<file path="config.mk">
export PLATFORM = sky130hd
export DESIGN_NAME = rf_write_arbiter
export DESIGN_NICKNAME = d
export VERILOG_FILES = /design/src/rtl/rf_write_arbiter_pkg.sv /design/src/rtl/rf_write_arbiter_rr_arb2.sv /design/src/rtl/rf_write_arbiter.sv
export SDC_FILE = /design/constraint.sdc
export NUM_CORES = 1
export LEC_CHECK = 0
export CAP_MARGIN = 20
export CORE_MARGIN = 1.5
export CORE_UTILIZATION = 44
export DETAILED_ROUTE_END_ITERATION = 6
export HOLD_SLACK_MARGIN = 0.12
export PLACE_DENSITY = 0.85
export SYNTH_ARGS = -nofsm -noshare
export SYNTH_HDL_FRONTEND = slang
export SYNTH_SLANG_ARGS = --single-unit
</file>
<file path="constraint.sdc">
create_clock -name clock -period 4.2 [get_ports clock]
set_clock_uncertainty 0.05 [all_clocks]
set_input_delay 0.84 -clock clock [delete_from_list [all_inputs] [get_ports clock]]
set_output_delay 0.84 -clock clock [all_outputs]
set_load 0.05 [all_outputs]
</file>
<file path="src/rtl/rf_write_arbiter_pkg.sv">
// Shared pipeline package: default widths for the register-file write path
// and the requester index encoding used by the write arbiter.
package rf_write_arbiter_pkg;

   localparam int unsigned RF_DATA_W = 32;
   localparam int unsigned RF_ADDR_W = 5;

   // Requester indices; also the encoding of the round-robin pointer.
   typedef enum logic {
      REQ_ALU = 1'b0,
      REQ_MEM = 1'b1
   } req_idx_e;

endpackage

</file>
<file path="src/rtl/rf_write_arbiter_rr_arb2.sv">
// Two-way round-robin grant logic (purely combinational).
// Ports:
//   req0_valid_i, req1_valid_i : requester pending flags
//   ptr_i                      : current round-robin pointer (favoured requester on contention)
//   gnt0_o, gnt1_o             : one-hot (or zero) grants
//   ptr_next_o                 : pointer value to load if a grant is taken
module rr_arb2
   import rf_write_arbiter_pkg::*;
(
   input  logic req0_valid_i,
   input  logic req1_valid_i,
   input  logic ptr_i,
   output logic gnt0_o,
   output logic gnt1_o,
   output logic ptr_next_o
);

   always_comb begin
      gnt0_o     = 1'b0;
      gnt1_o     = 1'b0;
      ptr_next_o = ptr_i;

      if (req0_valid_i && req1_valid_i) begin
         if (ptr_i == REQ_MEM) gnt1_o = 1'b1;
         else                  gnt0_o = 1'b1;
      end else if (req0_valid_i) begin
         gnt0_o = 1'b1;
      end else if (req1_valid_i) begin
         gnt1_o = 1'b1;
      end

      // After a grant the other requester is favoured next time.
      if (gnt0_o)      ptr_next_o = REQ_MEM;
      else if (gnt1_o) ptr_next_o = REQ_ALU;
   end

endmodule

</file>
<file path="src/rtl/rf_write_arbiter.sv">
// Register-file write arbiter: merges two write requesters onto a single
// register-file write port with round-robin fairness, and keeps a per-register
// busy scoreboard (set by issue-stage reservations, cleared on write-back).
// Ports:
//   clock, reset                  : clock, synchronous active-low reset
//   reqN_valid/addr/data          : requester N write request (valid/ready)
//   reqN_ready                    : combinational accept for requester N
//   rsv_valid, rsv_addr           : destination reservation from issue
//   wr_en, wr_addr, wr_data       : registered register-file write port
//   busy                          : scoreboard, one bit per register (bit 0 always 0)
module rf_write_arbiter
   import rf_write_arbiter_pkg::*;
#(
   parameter int unsigned DATA_W = RF_DATA_W,
   parameter int unsigned ADDR_W = RF_ADDR_W
) (
   input  logic                      clock,
   input  logic                      reset,
   input  logic                      req0_valid,
   input  logic [ADDR_W-1:0]         req0_addr,
   input  logic [DATA_W-1:0]         req0_data,
   output logic                      req0_ready,
   input  logic                      req1_valid,
   input  logic [ADDR_W-1:0]         req1_addr,
   input  logic [DATA_W-1:0]         req1_data,
   output logic                      req1_ready,
   input  logic                      rsv_valid,
   input  logic [ADDR_W-1:0]         rsv_addr,
   output logic                      wr_en,
   output logic [ADDR_W-1:0]         wr_addr,
   output logic [DATA_W-1:0]         wr_data,
   output logic [(1<<ADDR_W)-1:0]    busy
);

   localparam int unsigned NREG = 1 << ADDR_W;

   req_idx_e            ptr_q, ptr_d;
   logic                gnt0, gnt1, arb_ptr_next;
   logic                xfer;
   logic [ADDR_W-1:0]   sel_addr;
   logic [DATA_W-1:0]   sel_data;

   logic                wr_en_q;
   logic [ADDR_W-1:0]   wr_addr_q;
   logic [DATA_W-1:0]   wr_data_q;
   logic [NREG-1:0]     busy_q, busy_d;

   rr_arb2 u_arb (
      .req0_valid_i (req0_valid),
      .req1_valid_i (req1_valid),
      .ptr_i        (ptr_q),
      .gnt0_o       (gnt0),
      .gnt1_o       (gnt1),
      .ptr_next_o   (arb_ptr_next)
   );

   // No handshakes complete while reset is held.
   assign req0_ready = gnt0 & reset;
   assign req1_ready = gnt1 & reset;
   assign xfer       = req0_ready | req1_ready;

   assign sel_addr = req1_ready ? req1_addr : req0_addr;
   assign sel_data = req1_ready ? req1_data : req0_data;

   always_comb begin
      ptr_d = ptr_q;
      if (xfer) ptr_d = req_idx_e'(arb_ptr_next);
   end

   always_ff @(posedge clock) begin
      if (!reset) ptr_q <= REQ_ALU;
      else        ptr_q <= ptr_d;
   end

   // Writes to r0 complete the handshake but never reach the register file;
   // address/data are only loaded for real writes so they hold while wr_en is low.
   always_ff @(posedge clock) begin
      if (!reset) begin
         wr_en_q   <= 1'b0;
         wr_addr_q <= '0;
         wr_data_q <= '0;
      end else if (xfer && (sel_addr != '0)) begin
         wr_en_q   <= 1'b1;
         wr_addr_q <= sel_addr;
         wr_data_q <= sel_data;
      end else begin
         wr_en_q   <= 1'b0;
      end
   end

   // Clear applied before set so a same-edge reservation of the written
   // register wins (a newer producer is pending).
   always_comb begin
      busy_d = busy_q;
      if (wr_en_q) busy_d[wr_addr_q] = 1'b0;
      if (rsv_valid && (rsv_addr != '0)) busy_d[rsv_addr] = 1'b1;
      busy_d[0] = 1'b0;
   end

   always_ff @(posedge clock) begin
      if (!reset) busy_q <= '0;
      else        busy_q <= busy_d;
   end

   assign wr_en   = wr_en_q;
   assign wr_addr = wr_addr_q;
   assign wr_data = wr_data_q;
   assign busy    = busy_q;

endmodule

</file>
==> flow_metrics.py <==
metrics = {
    "clock_tree": {
        "clk_path_buf_depth": 2,
        "clkSlewWorstSetupHoldPaths_ns": 0.07,
        "post_cts_hold_buffer_count": 0,
        "post-cts-setup-buffers": 0,
        "cts_made_buffers": 9,
        "cts_max_level": 3,
        "cts_tree": "yes",
        "clockRootBuffer": "sky130_fd_sc_hd__clkbuf_8",
        "cts_resized": 0,
        "clock_insertion_delay_worst_skew_ns": 0.35,
        "cts.sinks": 70,
    },
    "timing": {
        "hold_slack_ns": 0.429,
        "rsz0062_at_grt": "false",
        "actual_slew_at_the_worst_max_slew_pin_ns": 0.985,
        "part_of_the_cycle_the_worst_path_needs_pct": 79.5,
        "finalSetupViolations": 0,
        "max_clock_freq_mhz": 300,
        "setup_total_negative_slack_ns": 0,
        "period_needed_ns": 3.34,
        "max-slew-margin-rel_pct": 34.3,
        "report.final.slew_viol_count": 0,
        "hold_viol_final": 0,
    },
    "final_layout": {
        "multiInputGateArea_sq_mm": 0.00173,
        "fillers": 567,
        "diodes": 0,
        "num-nets-final": 584,
        "fin_util_pct": 70.4,
        "final-seq-area_sq_mm": 0.00140,
        "post_layout_nonfiller_instances": 604,
        "layout-area-overhead-vs-synth_pct": 55.5,
        "drive_gt1_share_pct": 11.3,
    },
    "global_route": {
        "grt_antenna_before_repair": 0,
        "grtUsageTotal_pct": 25.7,
        "globalRoute.totalOverflow": 0,
        "grt_start_max_net_pins": 39,
        "grt_pass1_wl_mm": 15.6,
        "grt_pass1_vias": 3133,
    },
    "yosys": {
        "synth_cells": 356,
        "synth-warning-count": 0,
        "synth.lib_cells_used.distinct": 37,
        "share_of_yosys_cell_area_claimed_by_the_top_area_cell_type_pct": 42.9,
        "mappedNetlistArea_sq_mm": 0.00327,
        "post_synth.cell_area_avg_sq_um": 9.18,
        "sequential_element_share_of_the_synthesized_area_pct": 42.9,
        "mapped_nets": 440,
        "synth_area_leader_cell": "sky130_fd_sc_hd__dfxtp_1",
        "synth_seq_cells": 70,
        "synth.area.top_cells": "sky130_fd_sc_hd__dfxtp_1 43%, sky130_fd_sc_hd__mux2i_1 11%, sky130_fd_sc_hd__a211oi_2 11%, sky130_fd_sc_hd__nor3_1 5.4%, sky130_fd_sc_hd__o21ai_0 4.9%",
    },
    "placed_design": {
        "routabilityCongestion": 0.841,
        "place_hpwl_mm": 7.32,
        "place.port_buffers": 154,
        "cell_count_post_placement": 588,
    },
    "drt": {
        "via_count": 3398,
        "wire_per_inst_um": 16.6,
        "first_iter_violations": 142,
        "wl_mm": 10.0,
        "drt_pre_antenna_iters": 6,
        "via_per_inst": 5.63,
        "drt.antenna.violating_nets": 0,
        "post-route-drc-count": 0,
    },
    "power_and_ir_drop": {
        "cellLeakagePower_nw": 1.93,
        "power-per-cell-area_mw_per_mm2": 361,
        "report.power.total_mw": 1.84,
        "max_rail_drop_vdd_uv": 225,
    },
    "die": {
        "die_height_um": 89.2,
        "top_level_ports": 156,
        "core_area_sq_mm": 0.00721,
        "die-width_um": 89.2,
        "die_area_sq_mm": 0.00795,
        "initial_core_util_pct": 45.3,
        "placementRows": 31,
    },
    "critical_path": {
        "ff2ff_setup_slack_ns": 2.04,
        "timing.critical_path.required_ns": 3.31,
        "start_to_end_type_of_the_worst_setup_path": "in2out",
        "arrival_time_of_the_worst_setup_path_ns": 2.45,
        "critPathLaunchType": "primary input",
        "reg2reg_from": "ptr_q",
        "kind_of_end_point_of_the_critical_path": "output pin",
        "r2r.worst_path.cells": 4,
        "critPathMaxFanout": 12,
        "r2r-end": "wr_data[11]",
    },
    "run_status": {
        "outcome": "completed",
    },
    "min_path": {
        "min_from": "busy[5]",
        "whs_path_depth": 2,
        "hold_end": "busy[5]",
        "timing.hold.worst.class": "reg2reg",
    },
    "job": {
        "cap_viol_max_count": 0,
    },
}
## Yosys cell counts, drive strengths merged
library cell / number
dfxtp: 70
nand2: 42
mux2i: 37
a211oi: 35
nor3: 35
o21ai: 32
a21oi: 31
clkbuf: 18
buf: 9
nor2: 6
nand3b: 5
nor3b: 5
and3: 3
inv: 3
nand3: 3
o22ai: 3
and3b: 2
nor4: 2
or2: 2
or3b: 2
or4: 2
a31oi: 1
and2: 1
conb: 1
nand2b: 1
nor2b: 1
o211a: 1
o221a: 1
o311ai: 1
or3: 1
## final cells by class
class                   count  area share (%)
repair buffers            160            31.4
multi-input cells         256            34.1
clock inverters             4            1.38
inverters                   3           0.222
well taps                  99            2.44
clock buffers              12            2.86
flip-flops and latches     70            27.6
## metal layers
layer  GRT usage, %  wire length [um]  vias up
li1               -                 -     1594
met3           6.37               926       25
met1           32.2              4070     1578
met4           12.0               272        0
met2           41.7              4760      201
met5              0                 0        -
## critical path, cell delays in order
cell and delay (ns):
sky130_fd_sc_hd__clkdlybuf4s50_1 0.45, sky130_fd_sc_hd__buf_4 0.18, sky130_fd_sc_hd__and3_1 0.17, sky130_fd_sc_hd__clkdlybuf4s50_1 0.81
## cell families after synthesis
group	after synthesis	share of synthesized area, %
simple gates	113	17.4
compound gates	105	23.7
mux	37	11.3
other cells	1	0.115
flops	70	42.9
buf+inv	30	4.60
## cells in the final DEF (no fill, tap or decap), drive strengths merged, types with 2 or more instances in the layout
master / instances
nor2: 6
o22ai: 3
bufinv: 2
a21oi: 31
buf: 7
clkinv: 2
dfxtp: 70
o21ai: 32
nand2: 42
or4: 2
inv: 3
clkbuf: 12
nor3: 35
nand3b: 5
nor4: 2
mux2i: 37
nand3: 3
and3b: 2
and3: 3
clkdlybuf4s50: 153
nor3b: 5
or2: 2
or3b: 2
a211oi: 35
## stage by stage
| step | worst slack [ns] | instance area (sq um) |
|---|---|---|
| 3_3_place_gp | 0.878 | 4870 |
| 5_1_grt | 0.795 | 5080 |
| 3_5_place_dp | 0.876 | 4870 |
| 2_1_floorplan | 1.53 | 3270 |
| 4_1_cts | 0.870 | 5080 |
| 6_report | 0.862 | 5080 |
## registers in the layout (all words and copies together) (netlist names)
name,flops
busy,31
wr_en,1
wr_data,32
ptr_q,1
wr_addr,5
## power by group
group | internal (mW) | total [mW] | switching, mW
Sequential | 0.705 | 0.737 | 0.0324
Combinational | 0.205 | 0.499 | 0.294
Clock | 0.349 | 0.599 | 0.249
## worst max-delay path by stage
stage	start	to	slack, ns	depth (start not counted)
2_1_floorplan	req0_valid	req1_ready	1.53	5
3_3_place_gp	reset	req0_ready	0.88	4
3_5_place_dp	reset	req0_ready	0.88	4
4_1_cts	reset	req0_ready	0.87	4
5_1_grt	reset	req0_ready	0.79	4
6_report	reset	req0_ready	0.86	4
No activity file was read; power rests on OpenSTA's default activity.
